<file path="src/rtl/lbp_engine.sv">
// Local-binary-pattern engine: streams a grayscale frame from a synchronous memory,
// slides a 3x3 window along each row and writes one 8-bit code per interior pixel.
module lbp_engine #(
  parameter int IMG_W = 128,
  parameter int IMG_H = 128,
  parameter int DW    = 8,
  parameter int AW    = 14
) (
  input  logic          clk,
  input  logic          reset,
  input  logic          gray_ready,
  input  logic [DW-1:0] gray_data,
  input  logic          border_zero,
  output logic [AW-1:0] gray_addr,
  output logic          gray_req,
  output logic [AW-1:0] lbp_addr,
  output logic          lbp_valid,
  output logic [7:0]    lbp_data,
  output logic          finish
);

  typedef enum logic [2:0] {IDLE, FILL, SHIFT, CALC, BORDER, DONE} state_t;

  localparam logic [AW-1:0] W_A       = AW'(IMG_W);
  localparam logic [AW-1:0] STEP_BACK = AW'(2*IMG_W-1);
  localparam logic [AW-1:0] EDGE_STEP = AW'(IMG_W-1);
  localparam logic [AW-1:0] LAST_COL  = AW'(IMG_W-2);
  localparam logic [AW-1:0] LAST_ROW  = AW'(IMG_H-2);
  localparam logic [AW-1:0] FIRST_OUT = AW'(IMG_W+1);
  localparam logic [AW-1:0] TOP_END   = AW'(IMG_W-1);
  localparam logic [AW-1:0] BOT_START = AW'((IMG_H-1)*IMG_W);
  localparam logic [AW-1:0] BOT_END   = AW'(IMG_H*IMG_W-1);
  localparam logic [AW-1:0] SIDE_END  = AW'((IMG_H-1)*IMG_W-1);

  state_t          state;
  // Window kept column-major (index = col*3 + row) so that every capture is a
  // plain shift: 9 captures load a full window, 3 captures slide it one column.
  logic [DW-1:0]   win  [9];
  logic [DW-1:0]   nwin [9];
  logic [3:0]      iss, got, need;
  logic [1:0]      vrow;
  logic            pend, bz, bside;
  logic [1:0]      bphase;
  logic [AW-1:0]   row, col, oaddr;
  logic [7:0]      code;

  always_comb begin
    for (int i = 0; i < 8; i++) nwin[i] = win[i+1];
    nwin[8] = gray_data;
    need = (state == FILL) ? 4'd9 : 4'd3;
  end

  // Code is formed from the window as it will stand after the final capture.
  always_comb begin
    code[0] = nwin[0] >= nwin[4];
    code[1] = nwin[3] >= nwin[4];
    code[2] = nwin[6] >= nwin[4];
    code[3] = nwin[1] >= nwin[4];
    code[4] = nwin[7] >= nwin[4];
    code[5] = nwin[2] >= nwin[4];
    code[6] = nwin[5] >= nwin[4];
    code[7] = nwin[8] >= nwin[4];
  end

  always_ff @(posedge clk or posedge reset) begin
    if (reset) begin
      state     <= IDLE;
      gray_addr <= '0;
      gray_req  <= 1'b0;
      lbp_addr  <= '0;
      lbp_valid <= 1'b0;
      lbp_data  <= '0;
      finish    <= 1'b0;
      for (int i = 0; i < 9; i++) win[i] <= '0;
      iss       <= '0;
      got       <= '0;
      vrow      <= '0;
      pend      <= 1'b0;
      bz        <= 1'b0;
      bside     <= 1'b0;
      bphase    <= '0;
      row       <= AW'(1);
      col       <= AW'(1);
      oaddr     <= FIRST_OUT;
    end else begin
      pend <= gray_req && gray_ready;
      // Reads walk each column top to bottom; stepping back 2W-1 from a column's
      // bottom always lands on the next window's first read, even across rows.
      if (gray_req && gray_ready) begin
        if (vrow == 2'd2) begin
          gray_addr <= gray_addr - STEP_BACK;
          vrow      <= '0;
        end else begin
          gray_addr <= gray_addr + W_A;
          vrow      <= vrow + 2'd1;
        end
        iss <= iss + 4'd1;
        if (iss + 4'd1 == need) gray_req <= 1'b0;
      end
      if (pend) begin
        for (int i = 0; i < 9; i++) win[i] <= nwin[i];
        got <= got + 4'd1;
      end

      case (state)
        IDLE: if (gray_ready) begin
          state    <= FILL;
          gray_req <= 1'b1;
          bz       <= border_zero;
          iss      <= '0;
          got      <= '0;
        end
        FILL, SHIFT: if (pend && got == need - 4'd1) begin
          state     <= CALC;
          lbp_valid <= 1'b1;
          lbp_data  <= code;
          lbp_addr  <= oaddr;
        end
        CALC: begin
          lbp_valid <= 1'b0;
          iss       <= '0;
          got       <= '0;
          if (col < LAST_COL) begin
            col      <= col + AW'(1);
            oaddr    <= oaddr + AW'(1);
            state    <= SHIFT;
            gray_req <= 1'b1;
          end else if (row < LAST_ROW) begin
            row      <= row + AW'(1);
            col      <= AW'(1);
            oaddr    <= oaddr + AW'(3);
            state    <= FILL;
            gray_req <= 1'b1;
          end else if (bz) begin
            state     <= BORDER;
            lbp_valid <= 1'b1;
            lbp_data  <= '0;
            lbp_addr  <= '0;
            bphase    <= '0;
            bside     <= 1'b0;
          end else begin
            state  <= DONE;
            finish <= 1'b1;
          end
        end
        // Border order: top row, bottom row, then left/right pairs of middle rows.
        BORDER: case (bphase)
          2'd0: if (lbp_addr == TOP_END) begin
            lbp_addr <= BOT_START;
            bphase   <= 2'd1;
          end else lbp_addr <= lbp_addr + AW'(1);
          2'd1: if (lbp_addr == BOT_END) begin
            lbp_addr <= W_A;
            bphase   <= 2'd2;
            bside    <= 1'b0;
          end else lbp_addr <= lbp_addr + AW'(1);
          default: if (!bside) begin
            lbp_addr <= lbp_addr + EDGE_STEP;
            bside    <= 1'b1;
          end else if (lbp_addr == SIDE_END) begin
            lbp_valid <= 1'b0;
            finish    <= 1'b1;
            state     <= DONE;
          end else begin
            lbp_addr <= lbp_addr + AW'(1);
            bside    <= 1'b0;
          end
        endcase
        DONE:    finish <= 1'b1;
        default: state  <= IDLE;
      endcase
    end
  end

endmodule
</file>
<file path="config.mk">
export PLATFORM = sky130hd
export DESIGN_NAME = lbp_engine
export DESIGN_NICKNAME = d
export VERILOG_FILES = /design/src/rtl/lbp_engine.sv
export SDC_FILE = /design/constraint.sdc
export NUM_CORES = 1
export LEC_CHECK = 0
export CORE_UTILIZATION = 51
export DETAILED_ROUTE_END_ITERATION = 8
export DONT_BUFFER_PORTS = 1
export GPL_ROUTABILITY_DRIVEN = 0
export HOLD_SLACK_MARGIN = 0.03
export PLACE_DENSITY = 0.77
export RECOVER_POWER = 25
export SLEW_MARGIN = 20
export SYNTH_ARGS = -nofsm -noshare
export SYNTH_HDL_FRONTEND = slang
export SYNTH_SLANG_ARGS = --single-unit
</file>
<file path="constraint.sdc">
create_clock -name clk -period 4.7 [get_ports clk]
set_clock_uncertainty 0.2 [all_clocks]
set_input_delay 0.47 -clock clk [delete_from_list [all_inputs] [get_ports clk]]
set_output_delay 0.47 -clock clk [all_outputs]
set_load 0.01 [all_outputs]
</file>
# Word-level counts from Yosys, hierarchy flattened
# Index checks and enable logic that the tools add are counted.
# totals
regBits	163
output_inout_bits	39
wordCells	169
# classes
n_addsub	12
order_cmp	10
eq_ne	26
n_mux	73
n_bitwise	2
reduce_logical	21
# ops
op	count
$mux 14	13
$ge 8x8->1	8
$add 14x1->14 const B	4
$pmux 14 s3	1
$mux 8	4
$eq 14x14->1 const B	2
$lt 14x7->1 const B	2
$pmux 14 s2	1
$mux 1	25
$mux 3	7
$mux 4	5
$ne 2x2->1 const B	10
$reduce_and 6->1	3
$pmux 4 s2	2
$pmux 8 s2	1
$pmux 3 s5	1
$add 14x2->14 const B	1
$add 14x7->14 const B	1
$add 14x8->14 const B	1
$eq 14x7->1 const B	1
$reduce_and 7->1	2
$sub 14x8->14 const B	1
$mux 2	6
$reduce_and 5->1	2
23 further kinds	40

# Logic depth before layout (Yosys ltp)
# depth
ltp_word	8
depth_mapped	9

# Least setup slack after synthesis
# No wires, ideal clock.
# synth_path
path_type	register to register
from	reg col[7]
to	reg oaddr[9]
setup_ns	0.079
arrival_time_ns	2.120
setup_slack_ns	2.301
path_stages_with_launch	10
n_path_buf	1
path_cell_list	dfrtp_1 > nor4_1 > nand2_1 > or2_1 > buf_6 > ha_1 > a21oi_1 > nand4b_1 > nor3_1 > xor2_1
# synth_between
elab_chain_len	3
elab_cells_between_ends	4
classes_between	order compare (1); mux (1); reduce/logical (2)
# synth_lines
item	line_no	rtl
start: declaration	44	logic [AW-1:0] row, col, oaddr;
start signal: assignment	124	col <= col + AW'(1);
$lt 14x7->1 *	123	if (col < LAST_COL) begin
$reduce_bool 2->1 (no line)	--	
$reduce_and 2->1 (no line)	--	
end signal: assignment	125	oaddr <= oaddr + AW'(1);
end signal: assignment	131	oaddr <= oaddr + AW'(3);
end: declaration	44	
# Every way passes the cells marked *; elsewhere a longest branch is shown, timed or not.
# A chain may end at the register's enable or synchronous reset.

==> run_results.csv <==
group,metric,value,unit
timing,finalMaxSlewViolations,247,
grt,via_count_of_the_first_global_routing_pass,6338,
floorplan,num_rows,48,
logic_synthesis,post-synth-top-area-fraction,0.437,
power,cellLeakagePower,4.39,nW
timing,setup_total_neg_slack,0,ps
detailed_routing,detail_route.wl_per_cell,16.0,um
critical_path,worst_ep_required_time,4430,ps
timing,worst_pin_slew,2170,ps
floorplan,floorplan.die.height,136,um
floorplan,die_footprint,18400,um2
placed_design,io_buffers,0,
cells_and_area,layout-drive-gt1-share,0.123,
min_path,holdCritPathClass,"in -> reg",
logic_synthesis,post_synth_instance_area,9110,um2
critical_path,cp_top_family,"buffers and inverters",
grt,grt_overflow,0,
detailed_routing,vias_per_cell,5.82,
logic_synthesis,yosysWarningCount,0,
timing,layout_worst_path_cycle_share,0.642,
critical_path,worstPathMaxFanout,163,
logic_synthesis,synth_adder_area_share,0.104,
placed_design,place.detailed.hpwl,12200,um
clock_network,clk_transition_reported_paths,60,ps
floorplan,top_level_ports,51,
logic_synthesis,synth_edf_count,0,
critical_path,timing.critical_path.slowest_stage_cell,"clkbuf_4",
logic_synthesis,yosys.area_share.xor_xnor,0.0500,
critical_path,critical_path_arrival,2750,ps
detailed_routing,routed_wl,17800,um
clock_network,tritoncts.num_buffers,17,
logic_synthesis,avg_inst_size_synth,10.3,um2
logic_synthesis,yosys-top-cells-area,"dfrtp_1, ha_1, mux2_2, nand2_1, o21ai_0",
logic_synthesis,compound_gate_fraction_of_synth_area,0.143,
clock_network,clk_root_buffer_cell,"clkbuf_16",
critical_path,critical_path.n_buffers_inverters,3,
timing,timing_hold_violations_final,0,
detailed_routing,post-route-drc-count,0,
detailed_routing,antenna_left,0,
logic_synthesis,syn_nets,969,
clock_network,clock_sinks,163,
logic_synthesis,synth_async_sr_flop_share,1.00,
detailed_routing,detailedRoute.firstIterationViolations,477,
logic_synthesis,synth_cell_type_count,73,
logic_synthesis,yosysSeqAreaShare,0.448,
detailed_routing,detailroute.via_count,6459,
power,power-per-cell-area,604,nW/um2
clock_network,clock_tree.htree_level_count,4,
clock_network,cts_tree,"done",
timing,fmax,0.331,GHz
timing,slew_headroom,-0.445,
timing,rsz0062_at_grt,"false",
cells_and_area,final_nets,959,
logic_synthesis,yosys_most_used_dff,"dfrtp_1",
timing,finalWorstPathRequiredPeriod,3020,ps
critical_path,timing.critical_path.slowest_cell_delay,1460,ps
power,worst_ir_drop_vdd,369,uV
clock_network,clock_latency,420,ps
grt,wire_length_of_the_first_global_routing_pass,30400,um
job,max-cap-violations,2,
floorplan,core_region_area,17400,um2
grt,grt_use_total,0.209,
cells_and_area,antenna_cells_inserted,0,
run_status,status,"finished with violations",
cells_and_area,area_growth,8.58,%
grt,grt_antenna_before_repair,0,
logic_synthesis,yosysTopAreaCell,"dfrtp_1",
clock_network,ctsResizeCount,0,
grt,grt_start_max_net_pins,164,
critical_path,cell_breakdown_of_the_critical_path,"dlygate4sd3_1, clkinvlp_4, clkbuf_4",
critical_path,crit_path_start_kind,"primary input",
placed_design,placedCellCount,1068,
cells_and_area,final-instance-count-excl-fill,1110,
detailed_routing,detailedRoute.firstPassIterationCount,5,
logic_synthesis,syn_inst,882,
logic_synthesis,synth-seq-cells,163,
cells_and_area,final_area,9890,um2
logic_synthesis,post_synth_and_or_nand_nor_area_fraction,0.152,
placed_design,placedInstanceArea,9240,um2
critical_path,setup.worst_path.class,"in -> async",
run_status,violations,"capacitance limit, slew limit",
timing,report.final.setup_viol,0,
clock_network,clk_path_buf_depth,2,
power,totalPowerFinal,5.97,mW
floorplan,floorplan.initialDensity,0.525,
logic_synthesis,main_combinational_cell_family_by_area_after_synthesis,"simple AND/OR/NAND/NOR gates",
floorplan,die_width,136,um
critical_path,end_kind,"async pin",
logic_synthesis,synth_mux_area_frac,0.0677,
## state kept, by name, indices dropped and copies added, names as in the netlist, 2 cells and up, named ones only
register and cells:
nwin 64, col 14, gray_addr 14, lbp_addr 14, oaddr 14, row 14, lbp_data 8, got 4
state 3, bphase 2, vrow 2
## cells in the final DEF (no fill, tap or decap), drive strengths merged, types with 6 or more instances in the layout
master       count
dlygate4sd3     10
o21ai           60
nor2            58
nor3            21
dfrtp          159
nor2b            7
clkbuf          24
a211oi           6
nor3b            6
nand2           83
a21o            22
a21oi           34
mux2            53
inv             33
ha              74
a31oi           10
a32o             8
a22o             7
nand4           15
nand2b          23
a2111oi          7
xor2            25
nor4             7
nand3           21
xnor2           27
and3             8
## synthesized netlist by cell type, drive strengths merged, types with 3 or more instances
cell type,count
o31ai,4
o22a,3
dfrtp,159
nand2,83
a32o,8
clkbuf,22
o22ai,3
o21ai,60
a2111oi,7
and3b,3
o21a,3
and3,8
a21o,22
a21boi,5
nor2b,7
inv,32
a22o,7
nand4,15
a21oi,34
a31oi,10
nor3,21
a22oi,5
nand3,21
xnor2,27
a211oi,6
buf,20
xor2,25
mux2,53
nor4,7
nand2b,23
and4,4
nor3b,6
dfstp,4
ha,74
a221o,3
or2,3
nor2,58
## per-stage QoR
step	setup WS, ps	hold slack [ps]	util
final	1680	102	0.570
after global routing	1100	118	0.570
after CTS	2000	89.1	0.571
after detailed placement	2020	177	0.532
after global placement	2060	166	0.532
after floorplan	1960	230	-
## what timing repair did
item / 4_1_cts / 5_1_grt
hold buffers: 10 / 0
hold endpoints to repair: 27 / 0
setup buffers: 0 / 0
## cell families (layout without fill, tap and decap cells)
logic type / count (synthesis) / after routing
XOR/XNOR: 52 / 52
AND/OR/NAND/NOR: 270 / 270
flip-flops: 163 / 163
multiplexers: 55 / 55
buffers and inverters: 75 / 78
adder cells (fa/ha/maj): 75 / 75
AO/OA/AOI/OAI: 192 / 192
## per-layer routing
layer / vias to the layer above / GRT usage / share of wire
li1: 3139 / - / -
met1: 3122 / 0.280 / 0.47
met2: 169 / 0.326 / 0.46
met3: 29 / 0.0520 / 0.048
met4: 0 / 0.0755 / 0.016
met5: - / 0 / 0
## where the power goes
| group | switching, mW | internal (mW) | total, mW |
|---|---|---|---|
| Sequential | 0.575 | 1.87 | 2.44 |
| Clock | 0.567 | 0.774 | 1.34 |
| Combinational | 1.13 | 1.06 | 2.19 |
| Total | 2.27 | 3.70 | 5.97 |
## final timing paths
kind,slack [ps],cells past startpoint,endpoint,start
worst max-delay path,1680,3,pend$_DFF_PP0_,reset
worst min-delay path,100,3,gray_req$_DFF_PP0_,gray_ready
worst max register to register,1930,5,lbp_addr[13]$_DFFE_PP0P_,state[2]$_DFFE_PP0P_
worst min register to register,180,0,row[8]$_DFFE_PP0P_,row[8]$_DFFE_PP0P_
max in group clk,1930,5,lbp_addr[13]$_DFFE_PP0P_,state[2]$_DFFE_PP0P_
min in group asynchronous,1080,3,lbp_addr[4]$_DFFE_PP0P_,reset
## layout make-up
cell class | instances | area [um2]
fill | 1467 | 7460
multi-input combinational | 644 | 4710
sequential | 163 | 4090
clock buffer | 22 | 474
tap | 225 | 282
inverter | 33 | 128
timing repair buffer | 13 | 120
clock inverter | 10 | 97.6
## worst register-to-register path, cell delays in order (launching register included)
cell and delay (ps):
dfrtp_1 670, and3b_1 380, nor2_1 870, a22oi_1 250, a21boi_0 220, o21a_1 130
(Power assumes the default switching activity.)
